--- config.mk ---
export PLATFORM = sky130hd
export DESIGN_NAME = gemm_stream_controller_flat
export DESIGN_NICKNAME = d
export VERILOG_FILES = /design/src/rtl/gemm_stream_controller_if.sv /design/src/rtl/gemm_stream_controller.sv /design/src/flat_wrapper.sv
export SDC_FILE = /design/constraint.sdc
export NUM_CORES = 1
export LEC_CHECK = 0
export ABC_AREA = 1
export CORE_ASPECT_RATIO = 1.2
export CORE_MARGIN = 2
export CORE_UTILIZATION = 48
export DETAILED_ROUTE_END_ITERATION = 10
export PLACE_DENSITY = 0.79
export RECOVER_POWER = 50
export SLEW_MARGIN = 40
export SYNTH_ARGS = -nofsm -noshare
export SYNTH_HDL_FRONTEND = slang
export SYNTH_SLANG_ARGS = --single-unit
--- constraint.sdc ---
create_clock -name clk -period 2.13 [get_ports clk]
set_clock_uncertainty 0.05 [all_clocks]
set_input_delay 0.3195 -clock clk [delete_from_list [all_inputs] [get_ports clk]]
set_output_delay 0.3195 -clock clk [all_outputs]
set_load 0.01 [all_outputs]
--- src/rtl/gemm_stream_controller_if.sv ---
// Activation-in and result-out valid/ready streams of the GEMM sequencer.
// Ports: in_valid/in_ready/in_data (feeder -> ctrl), res_* (ctrl -> sink).
interface gemm_stream_controller_if #(
    parameter int SA_SIZE                = 2,
    parameter int WEIGHT_ACTIVATION_SIZE = 8
);
    logic                                                in_valid;
    logic                                                in_ready;
    logic [SA_SIZE-1:0][WEIGHT_ACTIVATION_SIZE-1:0] in_data;
    logic                                                res_valid;
    logic                                                res_ready;
    logic [SA_SIZE-1:0][WEIGHT_ACTIVATION_SIZE-1:0] res_data;
    logic                                                res_last;

    // controller side
    modport slave (
        input  in_valid, in_data, res_ready,
        output in_ready, res_valid, res_data, res_last
    );

    // feeder / result sink side
    modport master (
        output in_valid, in_data, res_ready,
        input  in_ready, res_valid, res_data, res_last
    );
endinterface

--- src/rtl/gemm_stream_controller.sv ---
// Job sequencer for a fixed-weight systolic array: feeds activation vectors,
// tags real results vs bubbles, flushes at job end, returns results.
// Ports: clk, resetn, start, num_vectors, busy, done, bus (streams),
//        sa_advance, sa_inputs, sa_outputs (array side).
module gemm_stream_controller #(
    parameter int SA_SIZE                = 2,
    parameter int WEIGHT_ACTIVATION_SIZE = 8,
    parameter int CNT_W                  = 16
) (
    input  logic                                         clk,
    input  logic                                         resetn,
    input  logic                                         start,
    input  logic [CNT_W-1:0]                             num_vectors,
    output logic                                         busy,
    output logic                                         done,
    gemm_stream_controller_if.slave                      bus,
    output logic                                         sa_advance,
    output logic [SA_SIZE-1:0][WEIGHT_ACTIVATION_SIZE-1:0] sa_inputs,
    input  logic [SA_SIZE-1:0][WEIGHT_ACTIVATION_SIZE-1:0] sa_outputs
);

    localparam int L = 2 * SA_SIZE;

    typedef enum logic [1:0] {
        S_IDLE,
        S_RUN,
        S_DRAIN,
        S_DONE
    } state_t;

    state_t             r_state;
    state_t             w_state_nxt;
    logic [L-1:0]       r_tag;
    logic [CNT_W-1:0]   r_sent;
    logic [CNT_W-1:0]   r_recv;
    logic [CNT_W-1:0]   r_n;

    logic               w_can_adv;
    logic               w_res_hs;
    logic               w_at_last;
    logic               w_adv;
    logic               w_in_ready;
    logic               w_tag_in;
    logic               w_load;
    logic [SA_SIZE-1:0][WEIGHT_ACTIVATION_SIZE-1:0] w_sa_in;

    // Head of the tag pipe says whether the array output is a real result.
    assign bus.res_valid = r_tag[L-1];
    assign bus.res_data  = sa_outputs;
    assign w_can_adv     = !r_tag[L-1] || bus.res_ready;
    assign w_res_hs      = r_tag[L-1] && bus.res_ready;
    assign w_at_last     = (r_recv == r_n - CNT_W'(1));
    assign bus.res_last  = r_tag[L-1] && w_at_last;
    assign w_load        = (r_state == S_IDLE) && start && (num_vectors != '0);

    assign bus.in_ready  = w_in_ready;
    assign sa_advance    = w_adv;
    assign sa_inputs     = w_sa_in;

    always_comb begin
        w_state_nxt = r_state;
        w_in_ready  = 1'b0;
        w_adv       = 1'b0;
        w_sa_in     = '0;
        w_tag_in    = 1'b0;
        busy        = 1'b0;
        done        = 1'b0;
        case (r_state)
            S_IDLE: begin
                if (start) begin
                    w_state_nxt = (num_vectors != '0) ? S_RUN : S_DONE;
                end
            end
            S_RUN: begin
                busy       = 1'b1;
                w_in_ready = w_can_adv && (r_sent < r_n);
                w_adv      = bus.in_valid && w_in_ready;
                w_sa_in    = bus.in_data;
                w_tag_in   = 1'b1;
                if (w_res_hs && w_at_last) begin
                    w_state_nxt = S_DONE;
                end else if (w_adv && (r_sent + CNT_W'(1) == r_n)) begin
                    w_state_nxt = S_DRAIN;
                end
            end
            S_DRAIN: begin
                busy  = 1'b1;
                // flush zeros only while real vectors sit behind the head
                w_adv = w_can_adv && (|r_tag[L-2:0]);
                if (w_res_hs && w_at_last) begin
                    w_state_nxt = S_DONE;
                end
            end
            S_DONE: begin
                done        = 1'b1;
                w_state_nxt = S_IDLE;
            end
            default: w_state_nxt = S_IDLE;
        endcase
    end

    always_ff @(posedge clk or negedge resetn) begin
        if (!resetn) begin
            r_state <= S_IDLE;
        end else begin
            r_state <= w_state_nxt;
        end
    end

    always_ff @(posedge clk or negedge resetn) begin
        if (!resetn) begin
            r_tag  <= '0;
            r_sent <= '0;
            r_recv <= '0;
            r_n    <= '0;
        end else begin
            if (w_load) begin
                r_n    <= num_vectors;
                r_sent <= '0;
                r_recv <= '0;
            end else begin
                if (w_adv && (r_state == S_RUN)) begin
                    r_sent <= r_sent + CNT_W'(1);
                end
                if (w_res_hs) begin
                    r_recv <= r_recv + CNT_W'(1);
                end
            end
            // A consumed head with no advance must not be seen again.
            if (w_adv) begin
                r_tag <= {r_tag[L-2:0], w_tag_in};
            end else if (w_res_hs) begin
                r_tag[L-1] <= 1'b0;
            end
        end
    end

endmodule

--- src/flat_wrapper.sv ---
// flat-port wrapper written by rule: the top's interface ports become plain ports
module gemm_stream_controller_flat 
#(
    parameter int SA_SIZE                = 2,
    parameter int WEIGHT_ACTIVATION_SIZE = 8,
    parameter int CNT_W                  = 16
)
  (clk, resetn, start, num_vectors, busy, done, sa_advance, sa_inputs, sa_outputs, bus_in_valid, bus_in_data, bus_res_ready, bus_in_ready, bus_res_valid, bus_res_data, bus_res_last);
  gemm_stream_controller_if #(.SA_SIZE(SA_SIZE), .WEIGHT_ACTIVATION_SIZE(WEIGHT_ACTIVATION_SIZE)) bus_i ();
  input  logic clk;
  input  logic resetn;
  input  logic start;
  input  logic [CNT_W-1:0] num_vectors;
  output logic busy;
  output logic done;
  output logic sa_advance;
  output logic [SA_SIZE-1:0][WEIGHT_ACTIVATION_SIZE-1:0] sa_inputs;
  input  logic [SA_SIZE-1:0][WEIGHT_ACTIVATION_SIZE-1:0] sa_outputs;
  input wire logic [$bits(bus_i.in_valid)-1:0] bus_in_valid;
  input wire logic [$bits(bus_i.in_data)-1:0] bus_in_data;
  input wire logic [$bits(bus_i.res_ready)-1:0] bus_res_ready;
  output wire logic [$bits(bus_i.in_ready)-1:0] bus_in_ready;
  output wire logic [$bits(bus_i.res_valid)-1:0] bus_res_valid;
  output wire logic [$bits(bus_i.res_data)-1:0] bus_res_data;
  output wire logic [$bits(bus_i.res_last)-1:0] bus_res_last;
  assign bus_i.in_valid = bus_in_valid;
  assign bus_i.in_data = bus_in_data;
  assign bus_i.res_ready = bus_res_ready;
  assign bus_in_ready = bus_i.in_ready;
  assign bus_res_valid = bus_i.res_valid;
  assign bus_res_data = bus_i.res_data;
  assign bus_res_last = bus_i.res_last;
  gemm_stream_controller #(.SA_SIZE(SA_SIZE), .WEIGHT_ACTIVATION_SIZE(WEIGHT_ACTIVATION_SIZE), .CNT_W(CNT_W)) u_core (.clk(clk), .resetn(resetn), .start(start), .num_vectors(num_vectors), .busy(busy), .done(done), .bus(bus_i), .sa_advance(sa_advance), .sa_inputs(sa_inputs), .sa_outputs(sa_outputs));
endmodule
# Word-level counts from Yosys, hierarchy flattened
# Cells that the tools add are included.
# totals
reg_bits	54
latch_bits	0
ram_bits	0
romBits	0
output_inout_bits	38
elab_cells	56
memories	0
# classes
n_addsub	3
mul	0
div_mod_pow	0
magnitude_cmp	1
eq_ne	8
shifts	0
n_mux	18
bitwise	0
n_reduce_logical	20
# op_table
op	count
two-way mux 16 bit	5
adder 16 x 1 -> 16 bit (second input constant)	2
equality test 16 bit	2
less-than comparator 16 bit	1
nonzero test 16 bit	1
subtractor 16 x 1 -> 16 bit (second input constant)	1
logical AND 1 bit	10
two-way mux 2 bit	5
one-hot mux 2 bit (4 select lines)	1
two-way mux 1 bit	6
nonzero test 2 bit	3
equality test 2 bit (second input constant)	2
!= test 3 x 1 -> 1 bit (second input constant)	1
AND reduction 3 bit	1
OR reduction 3 bit	1
equality test 2 x 1 -> 1 bit (second input constant)	1
zero test 2 bit	1
!= test 2 x 1 -> 1 bit (second input constant)	1
!= test 2 bit (second input constant)	1
one-hot mux 1 bit (2 select lines)	1
OR reduction 2 bit	1
zero test 1 bit	1
logical OR 1 bit	1

# Depth between registers and ports, before layout
# depth
ltp_word	8
mapped_depth	18

# Least setup slack after synthesis
# Ideal clock, no wire load.
# synth_path
path_kind	reg-to-output
from	reg u_core.r_n[0]
to	out bus_res_last
arrival_ns	1.919
required_time_ns	1.761
slack_ns	-0.159
stages_incl_launch_ff	12
n_path_buf	0
cell_sequence	dfrtp_1 -> inv_1 -> ha_1 -> inv_1 -> nand2_1 -> nand2_1 -> xor2_1 -> nor3b_1 -> nand4_1 -> nor3b_1 -> nand2_1 -> nor4_1
# synth_between
elab_chain_cells	3
# synth_rtl
item	line	text
start: declaration	gemm_stream_controller.sv:36	logic [CNT_W-1:0] r_n;
start signal: assignment	gemm_stream_controller.sv:118	r_n <= num_vectors;
subtractor 16 x 1 -> 16 bit	gemm_stream_controller.sv:52	assign w_at_last = (r_recv == r_n - CNT_W'(1));
equality test 16 bit	gemm_stream_controller.sv:52	
logical AND 1 bit	gemm_stream_controller.sv:53	assign bus.res_last = r_tag[L-1] && w_at_last;
end: declaration	flat_wrapper.sv:25	output wire logic [$bits(bus_i.res_last)-1:0] bus_res_last;
# No other way between the ends.

# Worst setup path after layout
# layout_path
from	reg u_core.r_n[7]
to	out bus_res_last
# Same word-level chain as after synthesis.

==> run metrics <==
status complete, but fails checks; startpoint types flip-flop; gr usage total 32.69%; Root Buffer clkbuf_8; cell mode on critical path nand2_1; grt total ovfl 0; Bufs and invs on worst path 2; final setup margin -0.5286 ns; CP max FO 3; DRC violations left 0; combinational share of power 70.7%; Worst Tran Pin Value 1.336 ns; Final Slew Violations 0; Clk pwr share 9.4%; placed instance area 6191 sq um; layout cells sized above 1 35.75%; YS warnings 0; Yosys reg bits 54; post-synth top area cell dfrtp_1; P_int 4110 uW; num rows 38; initial core utilization 49.04%; area of the multi-input gates 3201 sq um; Final Cycle Share 124.8%; H-tree levels 2; Max-slew headroom 10.91%; Iteration-0 DRC Markers 646; die width 91.71 um; hpwl dp 11.55 mm; reg2reg end u_core.r_sent[2]; Synth cell types 37; die height 109.2 um; instance count on the critical path 11; clock buffer depth 2; CP startpoint u_core.r_n[7]; Worst EP arrival 2.29 ns; first-pass GRT wire length 25.90 mm; Diodes inserted 0; most used routing layer met2; CTS tree yes; Finished Core Util 79.36%; CTS clk-pin slew, worst paths 0.11 ns; flip-flop and latch area 1360 sq um; Worst R2R Start u_core.r_n[6]; Synth Instances 679; vias in the first global route 5504; crit-path cells buf_4 -> nor2_4 -> nand2_1 -> nor2_2 -> nand2_1 -> nor2_2 -> nand2_1 -> nand2_1 -> nand4_1 -> nor4_4 -> buf_2; post-synthesis area per instance 6.525 sq um; number of CTS-inserted buffers 5; final setup fails 25; Avg WL per Cell 17.54 um; clk_lat worst skew 0.32 ns; Yosys top cell area share 30.50%; Synth Cell Area 4430 sq um; sequential share of power 19.8%; Vias 5676; Setup CP Type flip-flop to primary output; RD Place Congestion 0.9492; CTS sink cnt 54; max-capacitance violation count 0; Worst Hold Class flip-flop to flip-flop; sequential area share after synthesis 30.50%; Switch Pwr 3621 uW; R2R setup slack -0.37 ns; synthesis-to-finish area growth 61.82%; largest net degree at the start of global routing 55; failing checks negative setup slack; critical path's slowest cell dfrtp_2; initial antenna violation count 0; GR Util met1 37.67%; DRT Pass-1 Iters 6; RSZ-0062 raised after global routing yes; ranking of synthesized cells by area dfrtp_1 (30%), nand2_1 (18%), inv_1 (7.8%), nand3_1 (7.8%), ha_1 (6.8%); Power Density 1078 nW/um^2; final wirelength 17.81 mm; routing usage on met2 59.56%; Antenna Nets Post-Route 0; Post-Synthesis Net Count 756; delay-heaviest family, CP simple AND/OR/NAND/NOR gates; Final nets 971; Boundary Pins 91; CP max stage delay 0.44 ns; Min Clock Period, post-route 2.659 ns; Worst Setup EP bus_res_last; Critical Path RT 1.76 ns; fillers 555; Hold Vio Cnt, Final 0; Max IR drop VDD 0.6406 mV; Avg Vias per Cell 5.592; CP endpoint kind primary output; core footprint 9034 sq um; Pleak 0.003686 uW; grt met3 use 4.492%; Place WS -0.7498 ns; die area 10020 sq um; Sw Share 46.84%; PortBufs 58; maximum clock rate 376.1 MHz; Total Neg Setup Slack -7.808 ns; Final Instance Area 7169 sq um; R2R cell count 16
-- sequential cells by signal (all words and copies together), names as in the netlist --
signal and flops:
u_core.r_n 16, u_core.r_state 2, u_core.r_sent 16, u_core.r_recv 16, u_core.r_tag 4
-- cells in the final DEF (no fill, tap or decap), types with 3 or more instances in the layout --
master	synthesis	final
and3_1	3	3
buf_2	2	4
clkdlybuf4s50_1	0	38
nor2_4	2	13
a21oi_2	0	4
o22ai_1	13	3
nor4_1	6	4
dfrtp_1	54	47
nand2_8	0	3
inv_2	2	10
xor2_1	9	8
nand3_1	69	58
ha_1	24	15
nand3_2	1	10
o22ai_2	0	10
nor2_2	4	18
xnor2_1	4	3
buf_6	0	13
nand4_1	18	18
inv_1	92	82
nand2_4	1	5
nor3_1	7	6
nand3_4	0	3
o21ai_1	2	12
a21oi_1	15	10
nor3b_2	0	3
dlymetal6s2s_1	0	14
dfrtp_2	0	7
ha_4	0	9
buf_4	17	156
nor2_1	65	40
nand2_2	2	24
nand2_1	209	181
o21ai_0	35	24
clkbuf_8	0	5
-- power by group through the flow --
stage,clock (uW),combinational [uW],sequential (uW)
after detailed placement,0,4120,1480
after global placement,0,3970,1460
after floorplan,0,2130,1460
after global routing,768,5860,1540
after CTS,728,4820,1500
final,729,5470,1530
-- what timing repair did --
| action | 4_1_cts | 5_1_grt |
|---|---|---|
| buffers inserted | 16 | 11 |
| hold buffers | 1 | 0 |
| pin swaps | 34 | 34 |
| endpoints found under the hold margin | 54 | 0 |
| gates resized for setup | 116 | 78 |
| cloned | 2 | 0 |
| endpoints found under the setup margin | 45 | 49 |
-- cell families (layout without fill, tap and decap cells) --
family	count (synthesis)	in the layout	synth area share [%]
flip-flops	54	54	30.50
buffers and inverters	120	334	11.66
adder cells (fa/ha/maj)	24	24	6.778
XOR/XNOR	14	14	2.937
AO/OA/AOI/OAI	71	71	8.980
AND/OR/NAND/NOR	396	398	39.14
-- tightest hold or removal path, cell delays in order, from the launching register on --
cell     delay, ns
dfrtp_1       0.42
nand2_2       0.06
nand2_1       0.05
-- how the worst min path moves through the flow --
stage | start | to | cells past startpoint
floorplan | resetn | u_core.r_n[0] | 0
global placement | resetn | u_core.r_n[2] | 2
detailed placement | resetn | u_core.r_recv[0] | 2
CTS | u_core.r_tag[2] | u_core.r_tag[3] | 2
global route | u_core.r_tag[2] | u_core.r_tag[3] | 2
finish | u_core.r_tag[1] | u_core.r_tag[2] | 2
-- per-layer routing --
layer | routed length, um | vias up
met2 | 9005 | 305
met1 | 6632 | 2654
met5 | 0 | -
li1 | - | 2624
met3 | 1204 | 93
met4 | 965 | 0
-- cell usage after synthesis --
master and instances:
a211oi_2 1, a21oi_1 15, a221oi_1 1, and2b_2 1, and3_1 3, buf_1 1, buf_2 2, buf_4 17
clkbuf_1 6, dfrtp_1 54, ha_1 24, inv_1 92, inv_2 2, nand2_1 209, nand2_2 2, nand2_4 1
nand3_1 69, nand3_2 1, nand3b_1 1, nand4_1 18, nor2_1 65, nor2_2 4, nor2_4 2, nor3_1 7
nor3_2 2, nor3b_1 4, nor4_1 6, nor4b_1 1, o21a_1 2, o21ai_0 35, o21ai_1 2, o221a_2 1
o22ai_1 13, o311ai_0 1, xnor2_1 4, xor2_1 9, xor2_2 1
-- per-stage QoR --
| stage | std cells | power, uW | hold slack, ns |
|---|---|---|---|
| floorplan | 679 | 3590 | -0.02609 |
| global placement | 980 | 5436 | 0.2878 |
| detailed placement | 980 | 5593 | 0.2957 |
| CTS | 1005 | 7054 | 0.4731 |
| global route | 1015 | 8168 | 0.5237 |
| finish | 1015 | 7732 | 0.5092 |
-- area by class of cell --
cell class	instances	area share (%)
clock inverter	2	0.5236
multi-input combinational	507	44.64
sequential	54	18.97
inverter	94	4.991
clock buffer	6	1.012
timing repair buffer	232	27.77
tap	120	2.094
Power figures use the tool's default switching activity.
